### src/rtl/vram_scan.sv
// Z88 frame-buffer scan-out: VGA-style timing generator, VRAM nibble fetch
// and 4-bit pixel serialiser. Every Z88 line is shown LINE_REP times.
module vram_scan #(
  parameter int H_VIS    = 640,
  parameter int H_FP     = 16,
  parameter int H_SYNC   = 96,
  parameter int H_BP     = 48,
  parameter int V_VIS    = 480,
  parameter int V_FP     = 10,
  parameter int V_SYNC   = 2,
  parameter int V_BP     = 33,
  parameter int V_TOP    = 16,
  parameter int LINE_REP = 7
) (
  input  logic        mck,
  input  logic        rin,
  input  logic        pix_ce,
  input  logic        lcdon,
  output logic [13:0] vram_ra,
  input  logic [3:0]  vram_di,
  output logic        pix,
  output logic        de,
  output logic        hsync_n,
  output logic        vsync_n,
  output logic        sof
);

  localparam int H_TOT = H_VIS + H_FP + H_SYNC + H_BP;
  localparam int V_TOT = V_VIS + V_FP + V_SYNC + V_BP;

  localparam logic [9:0] H_LAST    = 10'(H_TOT - 1);
  localparam logic [9:0] V_LAST    = 10'(V_TOT - 1);
  localparam logic [9:0] H_VIS_L   = 10'(H_VIS);
  localparam logic [9:0] V_VIS_L   = 10'(V_VIS);
  localparam logic [9:0] HS_BEG    = 10'(H_VIS + H_FP);
  localparam logic [9:0] HS_END    = 10'(H_VIS + H_FP + H_SYNC);
  localparam logic [9:0] VS_BEG    = 10'(V_VIS + V_FP);
  localparam logic [9:0] VS_END    = 10'(V_VIS + V_FP + V_SYNC);
  localparam logic [9:0] Z_BEG     = 10'(V_TOP);
  localparam logic [9:0] Z_END     = 10'(V_TOP + 64 * LINE_REP);
  localparam logic [9:0] FETCH_LIM = 10'(H_VIS - 4);
  localparam logic [9:0] EOL_FETCH = 10'(H_TOT - 3);
  localparam logic [2:0] REP_LAST  = 3'(LINE_REP - 1);

  logic [9:0] hcnt, vcnt;
  logic [9:0] h_nx, v_nx, v_line_nx;
  logic       h_wrap, v_wrap;
  logic       in_z, z_nx, de_nx, hs_nx, vs_nx;
  logic [5:0] zline, zl_line_nx;
  logic [2:0] rep, rep_line_nx;
  logic [3:0] sh, hold, sh_nx;
  logic       sh_load, fetch_pend, fetch_mid, fetch_eol;

  // Counter successors: h_nx/v_nx are the position entered on this pix_ce edge.
  always_comb begin
    h_wrap    = (hcnt == H_LAST);
    v_wrap    = (vcnt == V_LAST);
    h_nx      = h_wrap ? 10'd0 : hcnt + 10'd1;
    v_line_nx = v_wrap ? 10'd0 : vcnt + 10'd1;
    v_nx      = h_wrap ? v_line_nx : vcnt;
  end

  // zline/rep as they will be once the line advances; the end-of-line
  // fetch needs this before the wrap actually happens.
  always_comb begin
    in_z        = (vcnt >= Z_BEG) && (vcnt < Z_END);
    zl_line_nx  = zline;
    rep_line_nx = rep;
    if (v_line_nx == Z_BEG) begin
      zl_line_nx  = 6'd0;
      rep_line_nx = 3'd0;
    end else if (in_z) begin
      if (rep == REP_LAST) begin
        rep_line_nx = 3'd0;
        zl_line_nx  = zline + 6'd1;
      end else begin
        rep_line_nx = rep + 3'd1;
      end
    end
  end

  always_comb begin
    z_nx      = (v_nx >= Z_BEG) && (v_nx < Z_END);
    de_nx     = (h_nx < H_VIS_L) && (v_nx < V_VIS_L);
    hs_nx     = !((h_nx >= HS_BEG) && (h_nx < HS_END));
    vs_nx     = !((v_nx >= VS_BEG) && (v_nx < VS_END));
    fetch_mid = (h_nx[1:0] == 2'd1) && (h_nx < FETCH_LIM);
    fetch_eol = (h_nx == EOL_FETCH);
    sh_load   = (hcnt[1:0] == 2'd3) || h_wrap;
    sh_nx     = sh_load ? hold : {sh[2:0], 1'b0};
  end

  // Handshake: pix_ce qualifies every state change. vram_ra is registered;
  // vram_di must be valid by the following mck edge and is captured into
  // hold on the next pix_ce edge after the address was issued.
  always_ff @(posedge mck) begin
    if (rin) begin
      hcnt       <= 10'd0;
      vcnt       <= 10'd0;
      zline      <= 6'd0;
      rep        <= 3'd0;
      sh         <= 4'd0;
      hold       <= 4'd0;
      fetch_pend <= 1'b0;
      vram_ra    <= 14'd0;
      pix        <= 1'b0;
      de         <= 1'b0;
      hsync_n    <= 1'b1;
      vsync_n    <= 1'b1;
      sof        <= 1'b0;
    end else begin
      sof <= pix_ce && h_wrap && v_wrap;
      if (pix_ce) begin
        hcnt <= h_nx;
        vcnt <= v_nx;
        if (h_wrap) begin
          zline <= zl_line_nx;
          rep   <= rep_line_nx;
        end
        sh <= sh_nx;
        if (fetch_pend) hold <= vram_di;
        fetch_pend <= fetch_mid || fetch_eol;
        if (fetch_mid) begin
          vram_ra <= {zline, h_nx[9:2] + 8'd1};
        end else if (fetch_eol) begin
          vram_ra <= {zl_line_nx, 8'd0};
        end
        de      <= de_nx;
        hsync_n <= hs_nx;
        vsync_n <= vs_nx;
        pix     <= sh_nx[3] && de_nx && lcdon && z_nx;
      end
    end
  end

endmodule

### config.mk
export PLATFORM = sky130hd
export DESIGN_NAME = vram_scan
export DESIGN_NICKNAME = d
export VERILOG_FILES = /design/src/rtl/vram_scan.sv
export SDC_FILE = /design/constraint.sdc
export NUM_CORES = 1
export LEC_CHECK = 0
export ABC_AREA = 1
export CAP_MARGIN = 25
export CORE_ASPECT_RATIO = 2
export CORE_MARGIN = 5
export CORE_UTILIZATION = 35
export DETAILED_ROUTE_END_ITERATION = 8
export PLACE_DENSITY_LB_ADDON = 0.05
export SLEW_MARGIN = 20
export SYNTH_ARGS = -nofsm -noshare
export SYNTH_HDL_FRONTEND = slang
export SYNTH_SLANG_ARGS = --single-unit
### constraint.sdc
create_clock -name mck -period 3.05 [get_ports mck]
set_clock_uncertainty 0.1 [all_clocks]
set_input_delay 0.7625 -clock mck [delete_from_list [all_inputs] [get_ports mck]]
set_output_delay 0.7625 -clock mck [all_outputs]
set_load 0.02 [all_outputs]
After elaboration in Yosys (flattened, before gate mapping):

Index checks and enable logic that the tools add are counted.

* input port bits: 8
* register bits: 56

* add/subtract/negate cells: 5
* muxes and demuxes: 12
* $lt $le $gt $ge: 11
* equal/unequal tests: 7
* reduce and logical (&&, ||, !) cells: 21

Operators with widths (count)
* $lt A10 B9 Y1 const B: 4
* $eq A10 B10 Y1 const B: 3
* $lt A10 B10 Y1 const B: 3
* $mux W10: 3
* $mux W14: 2
* $add A10 B1 Y10 const B: 2
* $ge A10 B5 Y1 const B: 2
* $mux W6: 3
* $logic_and A1 B1 Y1: 11
* $eq A10 B5 Y1 const B: 1
* $ge A10 B10 Y1 const B: 1
* $ge A10 B9 Y1 const B: 1
* $mux W3: 3
* $add A8 B1 Y8 const B: 1
* $add A6 B1 Y6 const B: 1
* $reduce_and A2 Y1: 3
* $mux W4: 1
* $reduce_bool A2 Y1: 2
* $add A3 B1 Y3 const B: 1
* $eq A3 B3 Y1 const B: 1
* $reduce_and A3 Y1: 1
* $eq A2 B1 Y1 const B: 1
* $eq A2 B2 Y1 const B: 1
* $logic_not A1 Y1: 2
* $logic_or A1 B1 Y1: 2

Longest topological paths before layout:

* depth after elaboration: 8
* gate-level depth with buffers: 17
* gate-level depth less buffers: 16

Worst setup path after synthesis:

Ideal clock, no wire load.

* path kind: flip-flop to flip-flop
* start point: reg hcnt[1]
* end point: reg vram_ra[0]
* slack: 0.773 ns
* cell stages (with the launch flop): 16
* data arrival time: 2.107 ns
* cell sequence: dfxtp_1 > ha_1 > nand3_1 > nor2_2 > nand3_2 > nand2_1 > inv_1 > ha_1 > nand2_1 > nor2_4 > nand3_4 > nand2_2 > buf_6 > nor2_4 > nand2_1 > a21oi_1

* longest elaborated chain between the ends: 6

Ends and longest elaborated chain
* start, declared: RTL line 45 `logic [9:0] hcnt, vcnt;`
* start signal, assigned: RTL line 114 `hcnt <= h_nx;`
* $add A10 B1 Y10 / $eq A10 B10 Y1 (equally long branches): RTL line 58, 56
* $mux W10 *: RTL line 58 `h_nx = h_wrap ? 10'd0 : hcnt + 10'd1;`
* via h_nx[3]: RTL line 46 `logic [9:0] h_nx, v_nx, v_line_nx;`
* $lt A10 B10 Y1: RTL line 87 `fetch_mid = (h_nx[1:0] == 2'd1) && (h_nx < FETCH_LIM);`
* $logic_and A1 B1 Y1: RTL line 87
* $reduce_bool A2 Y1 (no source line)
* $reduce_and A2 Y1 (no source line)
* end signal, assigned: RTL line 124 `vram_ra <= {zline, h_nx[9:2] + 8'd1};`
* end signal, assigned: RTL line 126 `vram_ra <= {zl_line_nx, 8'd0};`
* end, declared: RTL line 19 `output logic [13:0] vram_ra,`

The timed path passes the listed nets; every way through them passes the cells marked *.
A chain may end at the register's enable or synchronous reset.

Worst setup path after layout:

* start point: reg hcnt[1]
* end point: reg vram_ra[13]

The elaborated chain is that of the path after synthesis.

==> metrics.md <==
| Metric | Value |
|---|---|
| Psw | `around 0.00044 W` |
| Max Clk Rate | `between 300 and 400 MHz` |
| Critical Path Most Common Cell | `nand2_1` |
| HP Start | `hold[2]` |
| Via count | `about 3500` |
| WL final | `9840 µm` |
| Synth area leaders | `dfxtp_1, nand2_1, nor2_1` |
| Clk buf depth | `2` |
| R2R depth | `15` |
| Num rows | `52` |
| Area leader, netlist | `dfxtp_1` |
| Crit end category | `register` |
| Multi-input gate area | `2150 µm²` |
| Met2 wire len | `5490 µm` |
| Nets@finish | `approximately 600` |
| Pins over their slew limit | `0` |
| CTS tree | `yes` |
| DRC viols | `0` |
| Leakage | `between 1.5 and 2 nW` |
| Setup TNS | `0 ns` |
| Pre-antenna DRT Iters | `4` |
| Clock Tree Root | `clkbuf_16` |
| Top cell type's share of synthesized area | `31.1%` |
| Die Area | `between 10000 and 15000 µm²` |
| Top Metal Used | `met4` |
| CP startpoint kind | `register` |
| CTS Sinks | `56` |
| Routed wl met3 | `between 150 and 200 µm` |
| Setup WS pre-CTS | `about 0.45 ns` |
| Worst slew pin tran | `between 0.5 and 0.6 ns` |
| Initial Util | `35.7%` |
| Post-CTS setup buffers | `0` |
| H-tree depth | `2` |
| Initial DRC Count | `just under 100` |
| WHS Path Cells | `2` |
| Internal | `around 0.0012 W` |
| Final setup fails | `0` |
| Ys async rst share | `0%` |
| Post-synth EDFFs | `0` |
| Congestion Overflow GR | `0` |
| All-Layer GR Usage | `16.4%` |
| Fill count | `roughly 1100` |
| Min cycle time layout | `~2.6 ns` |
| Slowest-stage cell, CP | `dfxtp_1` |
| Synthesized instance count | `around 570` |
| Post-synthesis cell type count | `32` |
| Final Worst Setup Slack | `roughly 0.45 ns` |
| Worst-path cell chain | `ha_1 > nand3_1 > nor2_2 > nand3_2 > nand2_1 > inv_1 > ha_1 > nand2_1 > nor2_4 > nand3_4 > nand2_2 > nand2_1 > nand2_2 > nor2_1 > nor2_2` |
| Status | `complete, no violations` |
| Post-Syn Area | `3600 µm²` |
| Sequential share of the synthesized area | `about 31%` |
| Worst Hold Class | `reg -> reg` |
| Post-CTS resize count | `0` |
| Layout area overhead | `14.9%` |
| Critical path class | `reg -> reg` |
| Syn avg cell area | `~6.4 µm²` |
| Critical register-to-register path startpoint | `hcnt[1]` |
| Power Total | `approximately 0.0017 W` |
| Combinational power share | `around 15%` |
| Data arrival, critical path | `2.69 ns` |
| Worst-path clk slew | `approximately 0.070 ns` |
| Worst hold endpoint | `hold[2]` |
| Clock buffer count from CTS | `5` |
| Prevailing post-synth register cell | `dfxtp_1` |
| PortBufs | `26` |
| Final Hold Vio Count | `0` |
| Max IR drop VDD | `just over 0.0002 V` |
| M1 WL | `between 3000 and 4000 µm` |
| Post-route clock period utilization | `between 80% and 90%` |
| Max FO, Critical Path | `11` |
| Reg2reg setup slack | `~0.45 ns` |
| RSZ-0062 raised after global routing | `false` |
| Worst-skew pair later-pin latency | `~0.30 ns` |
| Max_cap viols | `0` |
| RD Place Congestion | `approximately 0.86` |
| Die H | `153 µm` |
| Storage element area | `roughly 1100 µm²` |
| # hold bufs at CTS | `0` |
| Max-slew headroom | `between 60% and 70%` |
| Syn_nets | `around 580` |
| ANT nets after route | `0` |
| Ports | `27` |
| Largest net degree at the start of global routing | `43` |
| DR WL/cell | `about 14 µm` |
| Sw frac | `between 20% and 30%` |
| Critical Path RT | `approximately 3.1 ns` |
| Fraction of layout cells with a size suffix above 1 | `a little under a tenth` |
| Clock power frac | `approximately two fifths` |
| RR Endpoint | `vram_ra[13]` |
| Core area | `between 10000 and 15000 µm²` |
| First-pass GRT wire length | `between 15000 and 20000 µm` |
| Final Util | `41.1%` |
| Vias in the first global route | `3580` |
| Initial antenna violation count | `0` |
| Yosys warns | `0` |
| Seq cells post-synth | `56` |
| Dpl hpwl | `~7500 µm` |
| Vias per cell | `about 5` |
| Pwr/cell area | `between 400 and 500 nW/µm²` |
| CP max stage delay | `0.39 ns` |
| Chip width | `81.8 µm` |
| Antenna fix cells | `0` |
| Power share of the sequential group | `between 40 and 50%` |
[final cells by class]
class,count,share of cell area [%]
Clock buffer,5,3.02
Clock inverter,1,0.725
Inverter,64,5.80
Multi-Input combinational cell,428,51.9
Sequential cell,56,27.1
Tap cell,135,4.08
Timing Repair Buffer,32,7.37
[worst max path at each step]
stage | startpoint | endpoint | slack, ns | cells after the start
after global placement | hcnt[1] | vram_ra[13] | 0.56 | 15
final | hcnt[1] | vram_ra[13] | 0.45 | 15
after global routing | hcnt[1] | vram_ra[13] | 0.20 | 15
after CTS | hcnt[1] | vram_ra[13] | 0.44 | 15
after floorplan | hcnt[1] | vram_ra[0] | 0.77 | 15
after detailed placement | hcnt[1] | vram_ra[13] | 0.45 | 15
[cell usage in the layout (no fill, tap or decap), types with 3 or more instances in the layout]
| master | n |
|---|---|
| o211ai_1 | 3 |
| nand2_2 | 7 |
| o21ai_0 | 41 |
| ha_1 | 8 |
| nand3b_1 | 4 |
| xor2_1 | 9 |
| dfxtp_1 | 56 |
| nand2_1 | 138 |
| nor2_1 | 88 |
| nor2_2 | 11 |
| nor2_4 | 6 |
| buf_4 | 6 |
| nand3_1 | 49 |
| clkdlybuf4s50_1 | 26 |
| nor3_1 | 5 |
| inv_1 | 59 |
| a21oi_1 | 30 |
| nand4_1 | 8 |
| inv_2 | 5 |
| nand3_2 | 6 |
| clkbuf_16 | 5 |
[power groups by stage]
stage	clock, W	combinational [W]	sequential, W
floorplan	0	0.000154	0.000820
global placement	0	0.000251	0.000805
CTS	0.000671	0.000254	0.000788
global route	0.000692	0.000277	0.000792
detailed placement	0	0.000253	0.000805
finish	0.000643	0.000249	0.000788
[sequential cells by signal, indices dropped and copies added (netlist names)]
signal and count:
de 1, fetch_pend 1, hcnt 10, hold 4, hsync_n 1, pix 1, rep 3, sh 3
sof 1, vcnt 10, vram_ra 14, vsync_n 1, zline 6
[cell usage after synthesis, types with 3 or more instances]
cell / instances
buf_6: 3
nand4_1: 8
xor2_1: 9
o21ai_0: 41
clkbuf_1: 8
buf_2: 4
nand2_2: 7
o211ai_1: 3
ha_1: 8
nand3_1: 49
nand2_1: 138
nor3_1: 5
nand3b_1: 4
dfxtp_1: 56
nor2_2: 11
a21oi_1: 30
inv_1: 59
nand3_2: 6
inv_2: 5
nor2_1: 88
nor2_4: 6
[per-layer routing]
layer  GRT usage [%]  vias up
li1                -     1848
met1            16.4     1606
met2            31.6       59
met3            1.76       20
met4            7.84        0
met5               0        -
[cells by family after synthesis]
group	after synthesis	share of synthesized area, %
buffers and inverters	81	9.20
AO/OA/AOI/OAI	82	12.4
adder cells (fa/ha/maj)	8	2.78
XOR/XNOR	9	2.19
flip-flops	56	31.1
AND/OR/NAND/NOR	329	42.3
[critical path, delay by kind of cell (launching register included)]
kind | cells | cell delay (ns)
flops | 1 | 0.39
simple gates | 12 | 1.50
buf+inv | 1 | 0.06
fa+ha+maj | 2 | 0.43
[metrics by stage]
step | hold WS, ns | area, µm² | std cells
detailed placement | 0.372 | 3990 | 715
CTS | 0.389 | 4140 | 721
finish | 0.385 | 4140 | 721
floorplan | 0.342 | 3600 | 565
global placement | 0.358 | 3990 | 715
global route | 0.418 | 4140 | 721
No activity file was read; power rests on OpenSTA's default activity.
